==> src/rtl/dmem_arbiter.sv <==
// dmem_arbiter: two-port sequencer/arbiter for the single-port 64-bit data memory.
// Port 0 is the processor memory stage, port 1 is the loader/debug port.
// Optional feature macro: DMEM_ARB_RR_EN (round-robin between the ports when
// both request). When undefined, port 0 has fixed priority.
// Handshake: a requester holds pN_req (with stable-enough fields until grant)
// until it sees pN_ack=1, and clears req on that same clock edge; fields are
// sampled only when the arbiter is IDLE, and exactly one ack follows each grant.
module dmem_arbiter #(
  parameter longint unsigned ADDR_LIMIT = 64'd8192,
  parameter int unsigned     LAT        = 2
) (
  input  logic        clk,
  input  logic        rst,
  input  logic        p0_req,
  input  logic        p0_we,
  input  logic [63:0] p0_addr,
  input  logic [63:0] p0_wdata,
  output logic        p0_ack,
  output logic [63:0] p0_rdata,
  output logic        p0_err,
  input  logic        p1_req,
  input  logic        p1_we,
  input  logic [63:0] p1_addr,
  input  logic [63:0] p1_wdata,
  output logic        p1_ack,
  output logic [63:0] p1_rdata,
  output logic        p1_err,
  output logic        mem_en,
  output logic        mem_we,
  output logic [63:0] mem_addr,
  output logic [63:0] mem_wdata,
  input  logic [63:0] mem_rdata,
  output logic        busy,
  output logic [1:0]  dbg_state
);

  typedef enum logic [1:0] {
    S_IDLE   = 2'd0,
    S_ACCESS = 2'd1,
    S_WAIT   = 2'd2,
    S_RESP   = 2'd3
  } state_t;

  state_t      r_state;
  state_t      w_next;
  logic        r_grant;   // 0 = port 0 owns the transaction, 1 = port 1
  logic        r_we;
  logic [63:0] r_addr;
  logic [63:0] r_wdata;
  logic [63:0] r_data;
  logic        r_err;
  logic [3:0]  r_cnt;

  logic        w_any;
  logic        w_winner;
  logic        w_in_range;
  logic        w_resp;

  assign w_any      = p0_req | p1_req;
  assign w_in_range = (r_addr < ADDR_LIMIT);

`ifdef DMEM_ARB_RR_EN
  logic r_ptr;            // preferred port when both request

  // Round-robin pick: the pointer only matters on contention
  always_comb begin
    w_winner = 1'b0;
    if (p0_req && p1_req) w_winner = r_ptr;
    else                  w_winner = p1_req;
  end

  // Pointer moves to the other port after every grant; reset favours port 0
  always_ff @(posedge clk) begin
    if (rst)                              r_ptr <= 1'b0;
    else if (r_state == S_IDLE && w_any)  r_ptr <= ~w_winner;
  end
`else
  // Fixed priority: port 0 wins whenever it requests
  always_comb begin
    w_winner = ~p0_req;
  end
`endif

  // State register
  always_ff @(posedge clk) begin
    if (rst) r_state <= S_IDLE;
    else     r_state <= w_next;
  end

  // Next-state logic
  always_comb begin
    w_next = r_state;
    case (r_state)
      S_IDLE:   if (w_any) w_next = S_ACCESS;
      S_ACCESS: w_next = w_in_range ? S_WAIT : S_RESP;
      S_WAIT:   if (r_cnt <= 4'd1) w_next = S_RESP;
      S_RESP:   w_next = S_IDLE;
      default:  w_next = S_IDLE;
    endcase
  end

  // Transaction registers: latch on grant, count latency, capture the result
  always_ff @(posedge clk) begin
    if (rst) begin
      r_grant <= 1'b0;
      r_we    <= 1'b0;
      r_addr  <= 64'd0;
      r_wdata <= 64'd0;
      r_data  <= 64'd0;
      r_err   <= 1'b0;
      r_cnt   <= 4'd0;
    end else begin
      case (r_state)
        S_IDLE: begin
          if (w_any) begin
            r_grant <= w_winner;
            r_we    <= w_winner ? p1_we    : p0_we;
            r_addr  <= w_winner ? p1_addr  : p0_addr;
            r_wdata <= w_winner ? p1_wdata : p0_wdata;
            r_err   <= 1'b0;
          end
        end
        S_ACCESS: begin
          if (w_in_range) begin
            r_cnt <= 4'(LAT);
          end else begin
            r_err  <= 1'b1;
            r_data <= 64'd0;
          end
        end
        S_WAIT: begin
          r_cnt <= r_cnt - 4'd1;
          // Writes return zero data so the ack carries no stale read value
          if (r_cnt <= 4'd1) r_data <= r_we ? 64'd0 : mem_rdata;
        end
        default: ;
      endcase
    end
  end

  // Outputs are decoded from state so reset forces every one of them to zero
  assign mem_en    = (r_state == S_ACCESS) && w_in_range;
  assign mem_we    = mem_en & r_we;
  assign mem_addr  = mem_en ? r_addr  : 64'd0;
  assign mem_wdata = mem_en ? r_wdata : 64'd0;

  assign w_resp    = (r_state == S_RESP);
  assign p0_ack    = w_resp & ~r_grant;
  assign p1_ack    = w_resp &  r_grant;
  assign p0_rdata  = p0_ack ? r_data : 64'd0;
  assign p1_rdata  = p1_ack ? r_data : 64'd0;
  assign p0_err    = p0_ack & r_err;
  assign p1_err    = p1_ack & r_err;

  assign busy      = (r_state != S_IDLE);
  assign dbg_state = r_state;

endmodule

==> config.mk <==
export PLATFORM = sky130hd
export DESIGN_NAME = dmem_arbiter
export DESIGN_NICKNAME = d
export VERILOG_FILES = /design/src/rtl/dmem_arbiter.sv
export SDC_FILE = /design/constraint.sdc
export NUM_CORES = 1
export LEC_CHECK = 0
export CAP_MARGIN = 20
export CORE_AREA = 2 2 231 233
export CTS_BUF_LIST = sky130_fd_sc_hd__clkbuf_16
export CTS_CLUSTER_SIZE = 8
export DETAILED_ROUTE_END_ITERATION = 16
export DIE_AREA = 0 0 233 235
export PLACE_DENSITY = 0.52
export SETUP_SLACK_MARGIN = 0.5
export SYNTH_ARGS = -nofsm -noshare
export SYNTH_HDL_FRONTEND = slang
export SYNTH_SLANG_ARGS = --single-unit
==> constraint.sdc <==
create_clock -name clk -period 2.4 [get_ports clk]
set_clock_uncertainty 0.05 [all_clocks]
set_input_delay 0.48 -clock clk [delete_from_list [all_inputs] [get_ports clk]]
set_output_delay 0.48 -clock clk [all_outputs]
set_load 0.03 [all_outputs]
==> metrics.md <==
| Metric | Value |
|---|---|
| Outcome | `complete, but fails checks` |
| Violations in the final reports | `negative setup slack` |
| Cell count of the worst reg-to-reg path | `13` |
| Diode insertion count for antenna repair | `0` |
| Timing endpoint of the critical path | `mem_wdata[23]` |
| Worst-margin pin slew | `0.833 ns` |
| Final setup violating endpoints | `221` |
| IO Pins | `591` |
| Endpoint class of the critical path | `primary output` |
| Overall Global Routing Usage | `15.6%` |
| Post-placement worst setup slack | `-0.226 ns` |
| Worst reg2reg path startpoint | `r_addr[16]$_SDFFE_PP0P_` |
| Worst slew margin | `44.5%` |
| Horiz. Die Dim | `233 µm` |
| Clock latency on the worst-skew pair | `0.55 ns` |
| Portion of the clock cycle consumed by the worst path in the final layout | `127%` |
| Hold WS | `0.246 ns` |
| Portion of the post-synthesis area used by sequential elements | `38.2%` |
| Post-route insts no fill | `2,479` |
| Antenna viol nets, final | `0` |
| Per-cell routed wire length | `18.2 µm` |
| Pin count of the biggest net entering global routing | `72` |
| Syn Inst Count | `1,230` |
| DPL Wire Length | `30,800 µm` |
| Maximum level of the CTS H-tree | `1` |
| Total vias in the final route | `10,600` |
| Count of port buffers added during placement | `539` |
| Post-layout total power | `14.8 mW` |
| Number of synthesized register bits | `201` |
| WS Path Type | `reg2out` |
| Endpoint of the worst register-to-register path | `r_data[35]$_SDFFE_PP0P_` |
| Setup slack of the most critical reg-to-reg path | `-0.08 ns` |
| Number of sinks on the clock net | `201` |
| Core area | `52,200 µm²` |
| Mean instance size in the synthesized netlist | `8.57 µm²` |
| Final hold violation count | `0` |
| Total negative setup slack | `-70.33 ns` |
| Residual overflow from global routing | `0` |
| Hold crit path type | `in2reg` |
| Critical path startpoint category | `flip-flop` |
| TritonCTS clock tree | `built` |
| Commonest non-fill, non-tap cell in the layout | `sky130_fd_sc_hd__clkdlybuf4s50_1` |
| DRC violations left | `0` |
| Synth Warn # | `0` |
| Gpl congestion | `0.822` |
| Finished Cell Area | `19,800 µm²` |
| Power density over cell area | `747 nW/µm²` |
| Initial DRC count | `245` |
| Fin. max-slew vios | `0` |
| Total of max-cap violations | `0` |
| Worst setup path startpoint | `r_addr[16]$_SDFFE_PP0P_` |
| Final min period | `3.04 ns` |
| CP arrival | `2.51 ns` |
| Wire length of the first global-routing pass | `66,100 µm` |
| Placed cell count | `2,386` |
| Number of antenna violations at the first check in global routing | `3` |
| Number of vias per cell after detailed routing | `4.27` |
| Share of cells above drive strength 1 | `32.4%` |
| Final Util | `37.8%` |
| Hold buffer count at CTS | `0` |
| F_max | `0.329 GHz` |
| Peak supply drop | `0.471 mV` |
| Net total in the final layout | `2,119` |
| Total detailed-routing wirelength | `45,200 µm` |
| Height of the chip | `235 µm` |
| Netlist area before placement | `10,500 µm²` |
| Crit Path Max Fanout | `5` |
| Starting Density | `20.2%` |
| Die Footprint | `54,800 µm²` |
| Number of cell rows | `84` |
| Largest buffer count on any clock path | `3` |
| CTS root buffer | `sky130_fd_sc_hd__clkbuf_16` |
| Count of distinct cell types in the synthesized netlist | `36` |
| 1st-pass router iterations | `5` |
| Area growth from synthesis to layout | `87.5%` |
| Num CTS Buffers | `29` |
| Cell area after placement | `16,700 µm²` |
| Via count of the first global-routing pass | `10,700` |
| RSZ-0062 raised after global routing | `true` |
| Clock transition at path regs | `0.05 ns` |
| Most frequent cells in the layout | `sky130_fd_sc_hd__clkdlybuf4s50_1, sky130_fd_sc_hd__buf_6, sky130_fd_sc_hd__mux2i_1, sky130_fd_sc_hd__dfxtp_1, sky130_fd_sc_hd__nand2_1` |
| Cell depth of the worst hold path | `2` |
| Required time of the worst setup path | `1.87 ns` |
| Total leakage power | `8.19 nW` |
| Post-layout worst setup margin | `-0.640 ns` |
-- worst max-delay path, stage by stage (launching register included) --
cell	delay, ns
sky130_fd_sc_hd__dfxtp_2	0.32
sky130_fd_sc_hd__nor4_2	0.27
sky130_fd_sc_hd__buf_4	0.16
sky130_fd_sc_hd__nand4_1	0.17
sky130_fd_sc_hd__nor4_4	0.29
sky130_fd_sc_hd__buf_6	0.18
sky130_fd_sc_hd__buf_8	0.14
sky130_fd_sc_hd__clkbuf_16	0.15
sky130_fd_sc_hd__and2_4	0.14
sky130_fd_sc_hd__buf_6	0.12
-- routing by layer --
layer / wire, µm / track usage (%)
met5: 35 / 0
met4: 1130 / 4.01
met3: 3090 / 3.92
met2: 23300 / 28.7
met1: 17600 / 17.6
-- cells in the mapped netlist --
cell type                  number  area, µm²
sky130_fd_sc_hd__nor4_4         1       21.3
sky130_fd_sc_hd__a211oi_1     130        976
sky130_fd_sc_hd__dfxtp_1      201       4020
sky130_fd_sc_hd__ha_1           6       75.1
sky130_fd_sc_hd__nor3b_1        1       7.51
sky130_fd_sc_hd__nor4_1        13       81.3
sky130_fd_sc_hd__o2111a_1       1       11.3
sky130_fd_sc_hd__a31oi_1        4       25.0
sky130_fd_sc_hd__xnor2_1        1       8.76
sky130_fd_sc_hd__nand4_1        4       25.0
sky130_fd_sc_hd__nor3_1         3       15.0
sky130_fd_sc_hd__clkbuf_1      94        353
sky130_fd_sc_hd__and4_1         1       8.76
sky130_fd_sc_hd__conb_1         1       3.75
sky130_fd_sc_hd__nand2_1      136        510
sky130_fd_sc_hd__nand2b_1       1       6.26
sky130_fd_sc_hd__mux2i_1      193       1930
sky130_fd_sc_hd__buf_4         59        443
sky130_fd_sc_hd__and2_1       145        907
sky130_fd_sc_hd__nor2b_1        1       6.26
sky130_fd_sc_hd__a41oi_1        1       8.76
sky130_fd_sc_hd__o211a_1        1       10.0
sky130_fd_sc_hd__nor2_2         1       6.26
sky130_fd_sc_hd__o31ai_1        1       7.51
sky130_fd_sc_hd__and3_1        65        407
sky130_fd_sc_hd__nor2_1       133        499
sky130_fd_sc_hd__o22ai_1        1       6.26
sky130_fd_sc_hd__o31ai_2        1       12.5
sky130_fd_sc_hd__nand3_1        5       25.0
sky130_fd_sc_hd__o21ai_0        3       15.0
sky130_fd_sc_hd__buf_2          3       15.0
sky130_fd_sc_hd__a211oi_2       1       12.5
sky130_fd_sc_hd__buf_1          4       15.0
sky130_fd_sc_hd__inv_1         10       37.5
sky130_fd_sc_hd__a21oi_1        2       10.0
sky130_fd_sc_hd__a211o_1        2       17.5
-- sequential cells by signal (all words and copies together) (netlist names) --
register   cells
r_data        64
dbg_state      2
r_we           1
r_cnt          4
r_addr        64
r_wdata       64
r_grant        1
r_err          1
-- timing repair --
action                                 CTS  global route
setup endpoints to repair              396           412
cloned                                  22             7
pin swaps                               22            20
resized for setup                      321            40
setup buffers                           27             2
endpoints found under the hold margin    0             0
-- worst min-delay path by stage --
stage                            start                      end  slack, ns
6_report                        p0_req     r_grant$_SDFFE_PP0P_       0.25
5_1_grt                         p0_req     r_grant$_SDFFE_PP0P_       0.24
4_1_cts                         p0_req     r_grant$_SDFFE_PP0P_       0.22
3_5_place_dp    r_data[4]$_SDFFE_PP0P_   r_data[4]$_SDFFE_PP0P_       0.41
3_3_place_gp   r_data[59]$_SDFFE_PP0P_  r_data[59]$_SDFFE_PP0P_       0.40
2_1_floorplan  r_data[63]$_SDFFE_PP0P_  r_data[63]$_SDFFE_PP0P_       0.39
-- cell type report --
class                   count  area (µm²)
repair buffers            635        7430
clock buffers              29         726
well taps                 688         861
multi-input cells         910        6640
inverters                  10        42.5
clock inverters             6        27.5
fillers                  5173       32500
flip-flops and latches    201        4040
-- kinds of logic after synthesis --
kind of cell,after synthesis,share of synthesized area (%)
AOI/OAI and AO/OA,148,10.5
xor gates and xnor gates,1,0.0831
adders and majority gates,6,0.712
buffers and inverters,170,8.19
DFF,201,38.2
muxes,193,18.3
other,1,0.0356
and+or+nand+nor,510,24.0
-- power breakdown --
| group | total [mW] | internal (mW) | switching, mW |
|---|---|---|---|
| Sequential | 5.11 | 4.34 | 0.769 |
| Combinational | 6.07 | 3.10 | 2.97 |
| Clock | 3.58 | 2.11 | 1.47 |
Note: power is estimated with default switching activity, not from simulation.
